## config.mk

```make
export PLATFORM = sky130hd
export DESIGN_NAME = branch_redirect_ctrl
export DESIGN_NICKNAME = d
export VERILOG_FILES = /design/src/rtl/rv_branch_pkg.sv /design/src/rtl/branch_cmp.sv /design/src/rtl/branch_redirect_ctrl.sv
export SDC_FILE = /design/constraint.sdc
export NUM_CORES = 1
export LEC_CHECK = 0
export ABC_AREA = 1
export BUFFER_PORTS_ARGS = -buffer_cell sky130_fd_sc_hd__buf_2
export CAP_MARGIN = 0
export CORE_ASPECT_RATIO = 0.5
export CORE_MARGIN = 8
export CORE_UTILIZATION = 40
export CTS_BUF_LIST = sky130_fd_sc_hd__clkbuf_2 sky130_fd_sc_hd__clkbuf_4 sky130_fd_sc_hd__clkbuf_8
export DETAILED_ROUTE_END_ITERATION = 8
export PLACE_DENSITY_LB_ADDON = 0.12
export SLEW_MARGIN = 20
export SYNTH_ARGS = -nofsm -noshare
export SYNTH_HDL_FRONTEND = slang
export SYNTH_SLANG_ARGS = --single-unit
```

## constraint.sdc

```tcl
create_clock -name clk -period 6.3 [get_ports clk]
set_clock_uncertainty 0.1 [all_clocks]
set_input_delay 0.315 -clock clk [delete_from_list [all_inputs] [get_ports clk]]
set_output_delay 0.315 -clock clk [all_outputs]
set_load 0.01 [all_outputs]
```

## src/rtl/rv_branch_pkg.sv

```systemverilog
// rv_branch_pkg: shared types and constants for the branch redirect controller
package rv_branch_pkg;

   typedef enum logic [1:0] {
      KIND_BRANCH = 2'b00,
      KIND_JAL    = 2'b01,
      KIND_JALR   = 2'b10,
      KIND_ILL    = 2'b11
   } req_kind_e;

   localparam logic [2:0] F3_BEQ  = 3'b000;
   localparam logic [2:0] F3_BNE  = 3'b001;
   localparam logic [2:0] F3_BLT  = 3'b100;
   localparam logic [2:0] F3_BGE  = 3'b101;
   localparam logic [2:0] F3_BLTU = 3'b110;
   localparam logic [2:0] F3_BGEU = 3'b111;

   typedef enum logic [1:0] {
      S_IDLE     = 2'b00,
      S_EVAL     = 2'b01,
      S_REDIRECT = 2'b10
   } state_e;

endpackage

```

## src/rtl/branch_cmp.sv

```systemverilog
// branch_cmp: combinational RV32I branch condition evaluator
module branch_cmp
   import rv_branch_pkg::*;
(
   input  logic [31:0] rs1_i,
   input  logic [31:0] rs2_i,
   input  logic [2:0]  funct3_i,
   output logic        taken_o,
   output logic        illegal_o
);

   logic eq, lt_s, lt_u;

   // Compare once, then pick the condition; funct3 010/011 never take
   always_comb begin
      eq        = rs1_i == rs2_i;
      lt_s      = $signed(rs1_i) < $signed(rs2_i);
      lt_u      = rs1_i < rs2_i;
      illegal_o = funct3_i == 3'b010 || funct3_i == 3'b011;
      taken_o   = funct3_i == F3_BEQ  ? eq    :
                  funct3_i == F3_BNE  ? !eq   :
                  funct3_i == F3_BLT  ? lt_s  :
                  funct3_i == F3_BGE  ? !lt_s :
                  funct3_i == F3_BLTU ? lt_u  :
                  funct3_i == F3_BGEU ? !lt_u : 1'b0;
   end

endmodule

```

## src/rtl/branch_redirect_ctrl.sv

```systemverilog
// branch_redirect_ctrl: fetch PC owner that resolves branches/jumps and redirects fetch
module branch_redirect_ctrl
   import rv_branch_pkg::*;
#(
   parameter int          XLEN     = 32,
   parameter logic [31:0] RESET_PC = 32'h0000_0000,
   parameter int          CNT_W    = 16
) (
   input  logic             clk,
   input  logic             rst_n,
   input  logic             step,
   input  logic             req_valid,
   output logic             req_ready,
   input  logic [1:0]       req_kind,
   input  logic [2:0]       req_funct3,
   input  logic [XLEN-1:0]  req_pc,
   input  logic [XLEN-1:0]  req_imm,
   input  logic [XLEN-1:0]  req_rs1,
   input  logic [XLEN-1:0]  req_rs2,
   output logic [XLEN-1:0]  pc,
   output logic             flush,
   output logic             link_valid,
   output logic [XLEN-1:0]  link_data,
   output logic             misalign_err,
   output logic             illegal_err,
   output logic [CNT_W-1:0] redirect_cnt
);

   state_e           state_q;
   req_kind_e        kind_q;
   logic [2:0]       f3_q;
   logic [XLEN-1:0]  rpc_q, imm_q, rs1_q, rs2_q;
   logic [XLEN-1:0]  pc_q, link_data_q;
   logic [CNT_W-1:0] cnt_q;
   logic             flush_q, link_valid_q, misalign_q, illegal_q;

   logic             cmp_taken, cmp_illegal;
   logic             taken, illegal, jump, redirect, misalign;
   logic [XLEN-1:0]  target, seq_pc;

   branch_cmp u_cmp (
      .rs1_i     (rs1_q),
      .rs2_i     (rs2_q),
      .funct3_i  (f3_q),
      .taken_o   (cmp_taken),
      .illegal_o (cmp_illegal)
   );

   // Resolve the latched request: taken/illegal, target and its alignment
   always_comb begin
      jump     = kind_q == KIND_JAL || kind_q == KIND_JALR;
      taken    = jump || (kind_q == KIND_BRANCH && cmp_taken);
      illegal  = kind_q == KIND_ILL || (kind_q == KIND_BRANCH && cmp_illegal);
      target   = kind_q == KIND_JALR ? (rs1_q + imm_q) & ~32'd1 : rpc_q + imm_q;
      seq_pc   = rpc_q + 32'd4;
      misalign = taken && target[1:0] != 2'b00;
      redirect = taken && !misalign;
   end

   // FSM, PC, latched request, pulse outputs and saturating redirect counter
   always_ff @(posedge clk) begin
      flush_q      <= 1'b0;
      link_valid_q <= 1'b0;
      misalign_q   <= 1'b0;
      illegal_q    <= 1'b0;
      if (!rst_n) begin
         state_q     <= S_IDLE;
         pc_q        <= RESET_PC;
         link_data_q <= '0;
         cnt_q       <= '0;
      end else begin
         case (state_q)
            S_IDLE: begin
               if (req_valid) begin
                  kind_q  <= req_kind_e'(req_kind);
                  f3_q    <= req_funct3;
                  rpc_q   <= req_pc;
                  imm_q   <= req_imm;
                  rs1_q   <= req_rs1;
                  rs2_q   <= req_rs2;
                  state_q <= S_EVAL;
               end else if (step) begin
                  pc_q <= pc_q + 32'd4;
               end
            end
            S_EVAL: begin
               pc_q         <= redirect ? target : misalign ? rpc_q : seq_pc;
               flush_q      <= redirect;
               misalign_q   <= misalign;
               illegal_q    <= illegal;
               link_valid_q <= redirect && jump;
               if (redirect && jump) link_data_q <= seq_pc;
               if (redirect && !(&cnt_q)) cnt_q <= cnt_q + {{(CNT_W-1){1'b0}}, 1'b1};
               state_q      <= redirect ? S_REDIRECT : S_IDLE;
            end
            default: state_q <= S_IDLE;
         endcase
      end
   end

   assign req_ready    = state_q == S_IDLE;
   assign pc           = pc_q;
   assign flush        = flush_q;
   assign link_valid   = link_valid_q;
   assign link_data    = link_data_q;
   assign misalign_err = misalign_q;
   assign illegal_err  = illegal_q;
   assign redirect_cnt = cnt_q;

endmodule
```

==> summary.txt <==
Drt
  – Number of DRC markers in iteration 0: 1164
  – Drt via density: 5.170
  – Drc violations: 0
  – Vias: 14.16k
  – Antenna Nets Post-Route: 0
  – Drt wl/cell: 17.93 um
  – Pre-antenna DRT Iters: 7
  – Post-Route WL: 49090 um

Yosys
  – Yosys reg bits: 219
  – Largest area contributor in the netlist: edfxtp_1
  – Synth top area cells: edfxtp_1, dfxtp_1, nand2_1
  – Syn Std Cell Area: 0.01453 mm2
  – Mean Syn Cell Area: 7.751 um2
  – Number of distinct library cells after synthesis: 52
  – Post-synth EDFFs: 133
  – Yosys top cell area share: 27.48%
  – Most frequent cells after synthesis: nand2_1, inv_1, nor2_1, a21oi_1, o21ai_0
  – Top-count cell post-synth: nand2_1
  – Syn Nets: 2113
  – Ys async rst share: 0%
  – Synth warn: 0
  – Sequential share of the synthesized area: 39.33%
  – Cell count after synthesis: 1875
  – Dominant synthesized flop cell: edfxtp_1

STA
  – Worst rel slew slack: 41.30%
  – Hold Fails Final Rpt: 0
  – RSZ-0062 raised after global routing: no
  – Worst-margin pin slew: 0.8773 ns
  – Final Setup Violations: 0
  – Setup TNS: 0 ns
  – Fin crit period: 3.835 ns
  – Final WS setup: 2.465 ns
  – Final Cycle Share: 60.88%
  – Max Slew Vio Count: 0
  – F_max: 260.7 MHz

Cells and area
  – Non-filler cells, final: 2738
  – Layout area overhead: 24.93%
  – Net count, final: 2468
  – Layout cells sized above 1: 14.78%

Placed design
  – I/O Buffers: 221
  – DP Worst Slack: 2.537 ns
  – Placed Cells incl. Taps: 2545
  – Post-detail-place hpwl: 37100 um
  – Final Wtd Congestion: 0.9632

Floorplan
  – Num rows: 49
  – Io pins: 222
  – Chip width: 285.6 um
  – Core Box Area: 0.03587 mm2
  – Starting density of the core: 40.52%
  – Die footprint: 0.04306 mm2
  – Die Y: 150.8 um

GRT
  – Initial antenna violation count: 0
  – GR Util All Layers: 21.95%
  – Largest net degree at the start of global routing: 134
  – GR Overflow Total: 0
  – Global-route wire length before repair: 74760 um
  – Vias in the first global route: 13.37k

CTS
  – Clk slew on worst S/H paths: 0.08 ns
  – H-tree Lvls: 2
  – Clock sink total: 219
  – CTS Buffer Depth: 3
  – Root Buffer: clkbuf_8
  – Post-CTS Setup Bufs: 0
  – CTS Buf Count: 34
  – Worst-skew pair later-pin latency: 0.56 ns
  – CTS tree: done

Critical path
  – Cell Chain, Critical Path: ha_1 -> nand2_1 -> inv_1 -> nor2_1 -> o21a_1 -> nand2_1 -> a21oi_1 -> nand2_1 -> nand2_1 -> nand3_1 -> nand2_1 -> nand2_1 -> nand2_2 -> nand2_4 -> clkinv_4 -> nand3_4 -> clkinv_2 -> nand3_1 -> nand2_1 -> nor2_1
  – Crit Path Max Fanout: 48
  – Critical Path AT: 4.16 ns
  – FF-to-FF path depth: 20
  – CP max-delay cell: nand2_2
  – Worst stage delay on the critical path: 0.67 ns
  – Startpoint types: flop
  – Required @ worst endpoint: 6.62 ns
  – Crit path kind: reg2reg
  – Cell mode on critical path: nand2_1
  – Critical path endpoint category: flop

Power
  – Sw Ratio: 30.47%
  – IR drop worst, VDD: 0.1691 mV
  – Clock group share of total power: 34.3%
  – Logic pwr share: 20.1%
  – Static leakage: 8.104 nW
  – Int Pwr: 2.536 mW
  – Sw Pwr: 1.111 mW
  – PwrDens: 200.9 mW/mm2
  – Reg power frac: 45.6%

Outcome
  – Run status: completed

Worst hold path
  – Worst hold-check path type: in2reg
  – Hold path depth: 3

Run
  – Maxcap violations: 0
-- path summary, 6_finish.rpt --
path	start	end	slack (ns)
worst min-delay path	req_valid	state_q[0]	0.05
worst max register to register	rs1_q[31]	redirect_cnt[3]	2.46
worst min register to register	link_data[5]	link_data[5]	0.37
worst max-delay path	rs1_q[31]	redirect_cnt[3]	2.46
-- layout by cell type (no fill, tap or decap), types with 7 or more instances in the layout --
master / netlist / final
o21bai_1: 17 / 17
a31oi_1: 8 / 8
ha_1: 99 / 99
nand4_1: 33 / 33
nor2_1: 183 / 182
dlygate4sd3_1: 0 / 133
nand2_1: 393 / 393
buf_2: 9 / 221
clkinv_1: 0 / 10
buf_4: 3 / 8
o21ai_0: 142 / 142
xnor2_1: 24 / 24
a21boi_0: 7 / 7
xor2_1: 49 / 49
nand3_1: 133 / 133
nor3_1: 30 / 30
a21o_1: 10 / 10
a21oi_1: 165 / 164
edfxtp_1: 133 / 133
inv_1: 215 / 215
nor2_4: 10 / 11
dfxtp_1: 86 / 86
nand3b_1: 7 / 7
o211ai_1: 18 / 18
clkbuf_8: 0 / 37
o21a_1: 9 / 9
-- cell type report --
class | count | area, um2
inverters | 220 | 832.0
diodes | 1 | 2.502
clock inverters | 16 | 121.4
flip-flops and latches | 219 | 5715
multi-input cells | 1392 | 7809
well taps | 484 | 605.6
repair buffers | 363 | 2517
fillers | 3503 | 17710
clock buffers | 43 | 554.3
-- state kept, by name, indices dropped and copies added, names as in the netlist --
register / cells
f3_q: 3
rpc_q: 32
redirect_cnt: 16
kind_q: 2
link_data: 32
misalign_err: 1
rs2_q: 32
illegal_err: 1
rs1_q: 32
pc: 32
link_valid: 1
state_q: 2
flush: 1
imm_q: 32
-- routing by layer --
| layer | part of all wire [%] | GRT usage [%] | vias up |
|---|---|---|---|
| li1 | - | - | 7075 |
| met1 | 46 | 31.39 | 6546 |
| met2 | 44 | 34.14 | 483 |
| met3 | 8.6 | 4.508 | 52 |
| met4 | 1.4 | 4.558 | 0 |
| met5 | 0 | 0 | - |
-- critical path, delay by kind of cell, from the launching register on --
family	cells	cell delay, ns
buffers and inverters	3	0.47
adders and majority gates	1	0.35
AOI/OAI and AO/OA	2	0.34
and+or+nand+nor	14	2.01
DFF	1	0.42
-- per-stage QoR --
step / hold WS (ns) / util, % / instance area, um2 / power, mW
final: 0.05394 / 50.63 / 18160 / 3.647
after floorplan: 0.3139 / - / 14540 / 2.105
after global placement: 0.3583 / 45.02 / 16150 / 2.348
after detailed placement: 0.3679 / 45.02 / 16150 / 2.347
after global routing: 0.08644 / 50.62 / 18150 / 3.834
after CTS: 0.008277 / 50.62 / 18150 / 3.665
-- cells by family (layout without fill, tap and decap cells) --
group,Yosys count,after routing,synth area share (%)
buffers and inverters,264,642,7.068
adders and majority gates,101,101,8.798
AOI/OAI and AO/OA,385,385,14.60
and+or+nand+nor,832,832,25.70
other,0,1,0
xor gates and xnor gates,74,74,4.511
DFF,219,219,39.33
-- power groups by stage --
stage	combinational, mW	clock, mW	sequential (mW)
after floorplan	0.425	0	1.68
after global placement	0.656	0	1.69
after detailed placement	0.654	0	1.69
after CTS	0.721	1.28	1.66
after global routing	0.815	1.35	1.67
final	0.733	1.25	1.66
-- repair_timing --
| item | CTS | global route |
|---|---|---|
| resized for setup | 0 | 0 |
| hold buffers | 133 | 0 |
| endpoints found under the hold margin | 133 | 0 |
(Power assumes the default switching activity.)
